[config.mk]
export PLATFORM = sky130hd
export DESIGN_NAME = text_cursor_writer
export DESIGN_NICKNAME = d
export VERILOG_FILES = /design/src/rtl/text_cursor_writer.sv
export SDC_FILE = /design/constraint.sdc
export NUM_CORES = 1
export LEC_CHECK = 0
export CORE_MARGIN = 2
export CORE_UTILIZATION = 45
export CTS_CLUSTER_SIZE = 16
export DETAILED_ROUTE_END_ITERATION = 6
export HOLD_SLACK_MARGIN = 0.02
export PLACE_DENSITY = 0.71
export RECOVER_POWER = 100
export SLEW_MARGIN = 15
export SYNTH_ARGS = -nofsm -noshare
export SYNTH_HDL_FRONTEND = slang
export SYNTH_SLANG_ARGS = --single-unit
[constraint.sdc]
create_clock -name clock -period 2.7 [get_ports clock]
set_input_delay 0.54 -clock clock [delete_from_list [all_inputs] [get_ports clock]]
set_output_delay 0.54 -clock clock [all_outputs]
set_load 0.05 [all_outputs]
[src/rtl/text_cursor_writer.sv]
// -----------------------------------------------------------------------------
// text_cursor_writer
//
// Purpose: accepts a stream of character codes and turns them into writes on
// a character-plane write port while tracking a text cursor. Printable codes
// are written at the cursor, which then advances. Newline, carriage return,
// backspace and form feed move the cursor. Running past the last row scrolls
// the plane with push_up and then blanks the new bottom row. All outputs are
// registered.
//
// Ports:
//   clock          in   single clock, rising edge
//   reset          in   synchronous, active-high reset
//   char_in[7:0]   in   incoming character code
//   char_valid     in   char_in valid (source holds it until accepted)
//   char_ready     out  block accepts char_in this cycle (IDLE only)
//   wr_data[7:0]   out  character id to the plane write port
//   wr_row[3:0]    out  plane write row
//   wr_col[5:0]    out  plane write column
//   wr_en          out  plane write strobe
//   push_up        out  one-cycle scroll pulse
//   plane_clear    out  one-cycle full-plane clear pulse
//   cursor_row     out  current cursor row
//   cursor_col     out  current cursor column
//   cursor_visible out  cursor display enable
//
// Build option: define CURSOR_BLINK_EN to make cursor_visible blink every
// BLINK_PERIOD cycles. It is held on for BLINK_PERIOD cycles after each
// accepted character. When the macro is undefined, cursor_visible is
// constant 1.
// -----------------------------------------------------------------------------
module text_cursor_writer #(
  parameter int ROW_NUMBER   = 15,
  parameter int COL_NUMBER   = 40,
  parameter int BLINK_PERIOD = 25000000
) (
  input  logic       clock,
  input  logic       reset,
  input  logic [7:0] char_in,
  input  logic       char_valid,
  output logic       char_ready,
  output logic [7:0] wr_data,
  output logic [3:0] wr_row,
  output logic [5:0] wr_col,
  output logic       wr_en,
  output logic       push_up,
  output logic       plane_clear,
  output logic [3:0] cursor_row,
  output logic [5:0] cursor_col,
  output logic       cursor_visible
);

  typedef enum logic [2:0] {
    IDLE      = 3'd0,
    WRITE     = 3'd1,
    SCROLL    = 3'd2,
    CLEAR_ROW = 3'd3,
    CLEAR_ALL = 3'd4
  } state_t;

  localparam logic [3:0] ROW_LAST = 4'(ROW_NUMBER - 1);
  localparam logic [5:0] COL_LAST = 6'(COL_NUMBER - 1);

  // Elaboration-time sanity check: the geometry must fit the port widths.
  if (ROW_NUMBER < 1 || ROW_NUMBER > 16 || COL_NUMBER < 1 || COL_NUMBER > 64 ||
      BLINK_PERIOD < 1) begin : g_param_check
    $error("text_cursor_writer: parameter out of range");
  end

  state_t     state_q, state_d;
  logic [3:0] cursor_row_q, cursor_row_d;
  logic [5:0] cursor_col_q, cursor_col_d;
  logic [7:0] wr_data_q, wr_data_d;
  logic [3:0] wr_row_q, wr_row_d;
  logic [5:0] wr_col_q, wr_col_d;
  logic       wr_en_q, wr_en_d;
  logic       push_up_q, push_up_d;
  logic       plane_clear_q, plane_clear_d;
  logic       char_ready_q, char_ready_d;
  // A printable written at the very last cell must scroll once the write is done.
  logic       scroll_pend_q, scroll_pend_d;
  logic       accept_s;

  assign accept_s = char_valid && char_ready_q;

  // Next-state and next-output logic. The outputs are registered, so each
  // branch sets up the values for the state being entered.
  always_comb begin
    state_d       = state_q;
    cursor_row_d  = cursor_row_q;
    cursor_col_d  = cursor_col_q;
    wr_data_d     = wr_data_q;
    wr_row_d      = wr_row_q;
    wr_col_d      = wr_col_q;
    wr_en_d       = 1'b0;
    push_up_d     = 1'b0;
    plane_clear_d = 1'b0;
    scroll_pend_d = scroll_pend_q;

    case (state_q)
      IDLE: begin
        if (accept_s) begin
          if (char_in >= 8'h20 && char_in <= 8'h7E) begin
            state_d   = WRITE;
            wr_en_d   = 1'b1;
            wr_data_d = char_in;
            wr_row_d  = cursor_row_q;
            wr_col_d  = cursor_col_q;
            if (cursor_col_q < COL_LAST) begin
              cursor_col_d = cursor_col_q + 6'd1;
            end else if (cursor_row_q < ROW_LAST) begin
              cursor_row_d = cursor_row_q + 4'd1;
              cursor_col_d = 6'd0;
            end else begin
              cursor_col_d  = 6'd0;
              scroll_pend_d = 1'b1;
            end
          end else begin
            case (char_in)
              8'h0A: begin
                cursor_col_d = 6'd0;
                if (cursor_row_q < ROW_LAST) begin
                  cursor_row_d = cursor_row_q + 4'd1;
                end else begin
                  state_d   = SCROLL;
                  push_up_d = 1'b1;
                end
              end
              8'h0D: begin
                cursor_col_d = 6'd0;
              end
              8'h08: begin
                // Erase the cell left of the cursor, wrapping to the previous row.
                if (cursor_col_q != 6'd0) begin
                  state_d      = WRITE;
                  wr_en_d      = 1'b1;
                  wr_data_d    = 8'h00;
                  wr_row_d     = cursor_row_q;
                  wr_col_d     = cursor_col_q - 6'd1;
                  cursor_col_d = cursor_col_q - 6'd1;
                end else if (cursor_row_q != 4'd0) begin
                  state_d      = WRITE;
                  wr_en_d      = 1'b1;
                  wr_data_d    = 8'h00;
                  wr_row_d     = cursor_row_q - 4'd1;
                  wr_col_d     = COL_LAST;
                  cursor_row_d = cursor_row_q - 4'd1;
                  cursor_col_d = COL_LAST;
                end else begin
                  state_d = IDLE;
                end
              end
              8'h0C: begin
                state_d       = CLEAR_ALL;
                plane_clear_d = 1'b1;
                cursor_row_d  = 4'd0;
                cursor_col_d  = 6'd0;
              end
              default: begin
                state_d = IDLE;
              end
            endcase
          end
        end else begin
          state_d = IDLE;
        end
      end
      WRITE: begin
        if (scroll_pend_q) begin
          state_d       = SCROLL;
          push_up_d     = 1'b1;
          scroll_pend_d = 1'b0;
        end else begin
          state_d = IDLE;
        end
      end
      SCROLL: begin
        state_d   = CLEAR_ROW;
        wr_en_d   = 1'b1;
        wr_data_d = 8'h00;
        wr_row_d  = ROW_LAST;
        wr_col_d  = 6'd0;
      end
      CLEAR_ROW: begin
        // wr_col_q holds the column written in this cycle.
        if (wr_col_q == COL_LAST) begin
          state_d = IDLE;
        end else begin
          wr_en_d  = 1'b1;
          wr_col_d = wr_col_q + 6'd1;
        end
      end
      CLEAR_ALL: begin
        state_d = IDLE;
      end
      default: begin
        state_d = IDLE;
      end
    endcase

    char_ready_d = (state_d == IDLE);
  end

  // State, cursor and output registers. Reset abandons any sequence in progress.
  always_ff @(posedge clock) begin
    if (reset) begin
      state_q       <= IDLE;
      cursor_row_q  <= 4'd0;
      cursor_col_q  <= 6'd0;
      wr_data_q     <= 8'h00;
      wr_row_q      <= 4'd0;
      wr_col_q      <= 6'd0;
      wr_en_q       <= 1'b0;
      push_up_q     <= 1'b0;
      plane_clear_q <= 1'b0;
      char_ready_q  <= 1'b0;
      scroll_pend_q <= 1'b0;
    end else begin
      state_q       <= state_d;
      cursor_row_q  <= cursor_row_d;
      cursor_col_q  <= cursor_col_d;
      wr_data_q     <= wr_data_d;
      wr_row_q      <= wr_row_d;
      wr_col_q      <= wr_col_d;
      wr_en_q       <= wr_en_d;
      push_up_q     <= push_up_d;
      plane_clear_q <= plane_clear_d;
      char_ready_q  <= char_ready_d;
      scroll_pend_q <= scroll_pend_d;
    end
  end

  assign char_ready  = char_ready_q;
  assign wr_data     = wr_data_q;
  assign wr_row      = wr_row_q;
  assign wr_col      = wr_col_q;
  assign wr_en       = wr_en_q;
  assign push_up     = push_up_q;
  assign plane_clear = plane_clear_q;
  assign cursor_row  = cursor_row_q;
  assign cursor_col  = cursor_col_q;

`ifdef CURSOR_BLINK_EN
  localparam int BW = $clog2(BLINK_PERIOD + 1);

  logic [BW-1:0] blink_cnt_q, blink_cnt_d;
  logic          cursor_visible_q, cursor_visible_d;

  // Blink timer: an accepted character restarts the period with the cursor shown.
  always_comb begin
    blink_cnt_d      = blink_cnt_q;
    cursor_visible_d = cursor_visible_q;
    if (accept_s) begin
      blink_cnt_d      = {BW{1'b0}};
      cursor_visible_d = 1'b1;
    end else if (blink_cnt_q == BW'(BLINK_PERIOD - 1)) begin
      blink_cnt_d      = {BW{1'b0}};
      cursor_visible_d = ~cursor_visible_q;
    end else begin
      blink_cnt_d = blink_cnt_q + BW'(1);
    end
  end

  // Blink registers.
  always_ff @(posedge clock) begin
    if (reset) begin
      blink_cnt_q      <= {BW{1'b0}};
      cursor_visible_q <= 1'b1;
    end else begin
      blink_cnt_q      <= blink_cnt_d;
      cursor_visible_q <= cursor_visible_d;
    end
  end

  assign cursor_visible = cursor_visible_q;
`else
  assign cursor_visible = 1'b1;
`endif

endmodule

==> flow_summary.ini <==
[outcome]
status = finished, final reports clean

[setup_path]
crit_slowest_cell = dlygate4sd3_1
required_ps = 2900
cp_top_family = compound AO/OA/AOI/OAI gates
worstPathArrival_ps = 2780
end_kind = register
cp.depth = 8
cp_num_buf_inv = 2
path_cells = dlygate4sd3_1 -> and4_4 -> a311oi_4 -> a21oi_4 -> clkbuf_1 -> a2111oi_2 -> o21ai_0 -> a32o_1
start_kind = input port
crit_type = in2reg
crit_path_max_incr_delay_ps = 620
crit_path_max_fanout = 4
reg2regPathDepth = 8

[grt]
grt_pass1_vias = 2186
grt_overflow = 0
antenna_found_initial = 0
grt_max_degree = 19
grt_pass1_wl_mm = 10.54
grt.total_usage_pct = 24.26

[cts]
cts_tree = built
cts_made_buffers = 5
cts_buffer_depth = 2
post-cts-setup-buffer-count = 0
holdBufCountCts = 0
cts.sinks = 36
cts_resized = 0
clk_latency_ps = 300
path_clk_slew_ps = 80
htreeDepth = 2
cts_root_buffer = clkbuf_8

[floorplan]
row_count = 25
die_area_mm2 = 0.005687
pin_count = 44
initial_utilization_pct = 47.64
die_x_um = 75.41
placeableCoreArea_mm2 = 0.004817
die_height_um = 75.41

[final_layout]
final_util_pct = 61.84
n_antenna_cell = 0
nets = 374
fill_cells = 479
final_cells = 425
most-common-layout-cells = nor2_1, dfxtp_1, dlygate4sd3_1
layout_commonest_cell = nor2_1
syn2layout_area_growth_pct = 29.83
final_layout_size_suffix_gt1_share_pct = 11.73
fin_area_mm2 = 0.002979

[pwr]
p_int_mw = 0.9185
p_per_area_mw_per_mm2 = 443.0
p_switching_mw = 0.4011
pwr-share-seq_pct = 42.5
swShare_pct = 30.40
p_comb_share_pct = 20.6
p_leak_nw = 1.171
peakVddDrop_mv = 0.1999
p_clk_share_pct = 36.9

[detailed_routing]
drtAntennaViolNets = 0
drc_errors = 0
drt_wl_total_mm = 6.353
viasPerCell = 5.838
drt-initial-drc-count = 201
drtPass1Iterations = 5
vias = 2481
wl_per_cell_um = 14.95

[placed_design]
place_congestion = 0.9067
place_area_mm2 = 0.002903
hpwl_mm = 4.657
portBuffers = 42
dpl.cell_count = 417

[logic_synthesis]
seq_area_frac_synth_pct = 31.41
synthCells = 301
ys_warn_count = 0
yosysUniqueCellTypes = 59
ys_seq_elements = 36
syn-cell-area_mm2 = 0.002295
ys.flop_type = dfxtp_1
synth-edff-count = 0
syn-num-nets = 318
synth-async-reset-ratio_pct = 0
avgSynthCellArea_um2 = 7.624

[sta]
worstMarginPinSlew_ps = 528.7
whs_ps = 457.2
slew-limit-headroom_pct = 64.63
clock-skew-final_ps = 5.161
hold_viol = 0
slew_viol_final = 0
setup_viol = 0
rsz0062_at_grt = false
fmax_ghz = 0.3870
finalCriticalPeriod_ps = 2584
post-route-period-util_pct = 95.71

[min_path]
hold_depth = 2
hold_path_class = reg2reg

[job]
drv_cap = 0
==> worst register-to-register path: cells and delay by family (launching register included) <==
family,cells,cell delay (ps)
AOI/OAI and AO/OA,3,880
and+or+nand+nor,3,780
DFF,1,390
adders and majority gates,1,190
buffers and inverters,1,110
==> power by group through the flow <==
stage	logic, mW	clock network, mW	registers, mW
detailed placement	0.279	0	0.573
finish	0.272	0.487	0.561
floorplan	0.136	0	0.616
global route	0.295	0.516	0.563
global placement	0.277	0	0.573
CTS	0.280	0.497	0.561
==> area by class of cell <==
class	instances	area [µm²]	area share, %
clock buffers	5	68.82	2.310
clock inverters	3	42.54	1.428
inverters	11	41.29	1.386
multi-input cells	234	1421	47.71
flip-flops and latches	36	720.7	24.19
well taps	67	83.83	2.814
repair buffers	69	600.6	20.16
==> flip-flops by register name (all words and copies together), names as in the netlist, 3 cells and up <==
register and count:
cursor_col 6, cursor_row 4, state_q 3, wr_col 6, wr_data 8, wr_row 4
==> routing by layer <==
layer | track usage, % | share of wire [%] | vias to the layer above | wire length [µm]
met2 | 37.29 | 45 | 88 | 2878
met5 | 0 | 0 | - | 0
met1 | 33.52 | 46 | 1156 | 2935
met4 | 9.162 | 2.1 | 0 | 132
met3 | 5.026 | 6.4 | 14 | 407
li1 | - | - | 1223 | -
==> kinds of logic after synthesis <==
logic type / synth area share (%)
AOI/OAI and AO/OA: 28.19
xor gates and xnor gates: 1.527
adders and majority gates: 3.271
buffers and inverters: 6.106
DFF: 31.41
muxes: 0.4907
other: 0.1634
and+or+nand+nor: 28.84
==> cells in the mapped netlist (2+ instances only) <==
master	number	share of area, %
xnor2_1	3	1.1
or3_1	2	0.55
or3b_2	2	0.76
o211ai_1	2	0.65
nor2_1	37	6.1
buf_6	2	0.98
nor3_1	13	2.8
dfxtp_1	36	31
nand4_1	5	1.4
nor2b_1	4	1.1
a221oi_1	3	1.1
o21ai_0	25	5.5
nand3_1	16	3.5
a211oi_1	4	1.3
o32ai_1	2	0.76
a31oi_1	6	1.6
a32oi_1	2	0.76
ha_1	6	3.3
o22ai_1	4	1.1
a311oi_1	2	0.76
nor3b_1	3	0.98
clkbuf_1	15	2.5
a21oi_1	25	5.5
nand4b_1	4	1.5
nand2_1	23	3.8
a22oi_1	5	1.6
and3_1	7	1.9
buf_4	2	0.65
inv_1	11	1.8
==> path summary, 6_finish.rpt <==
path                                  end  slack, ps                       start
setup / recovery   wr_col[3]$_SDFFE_PP0P_        120                  char_in[6]
hold / removal    wr_data[1]$_SDFFE_PP0P_        460     wr_data[1]$_SDFFE_PP0P_
setup reg to reg   wr_row[0]$_SDFFE_PP0P_        280  cursor_col[0]$_SDFFE_PP0P_
hold reg to reg   wr_data[1]$_SDFFE_PP0P_        460     wr_data[1]$_SDFFE_PP0P_
==> metrics by stage <==
| step | power [mW] | setup slack (ps) | TNS (ps) |
|---|---|---|---|
| 6_report | 1.320 | 115.9 | 0 |
| 5_1_grt | 1.375 | 32.43 | 0 |
| 4_1_cts | 1.337 | 276.1 | 0 |
| 3_5_place_dp | 0.8516 | -44.58 | -44.58 |
| 3_3_place_gp | 0.8503 | -8.582 | -8.582 |
| 2_1_floorplan | 0.7524 | 106.5 | 0 |
Note: power is estimated with default switching activity, not from simulation.
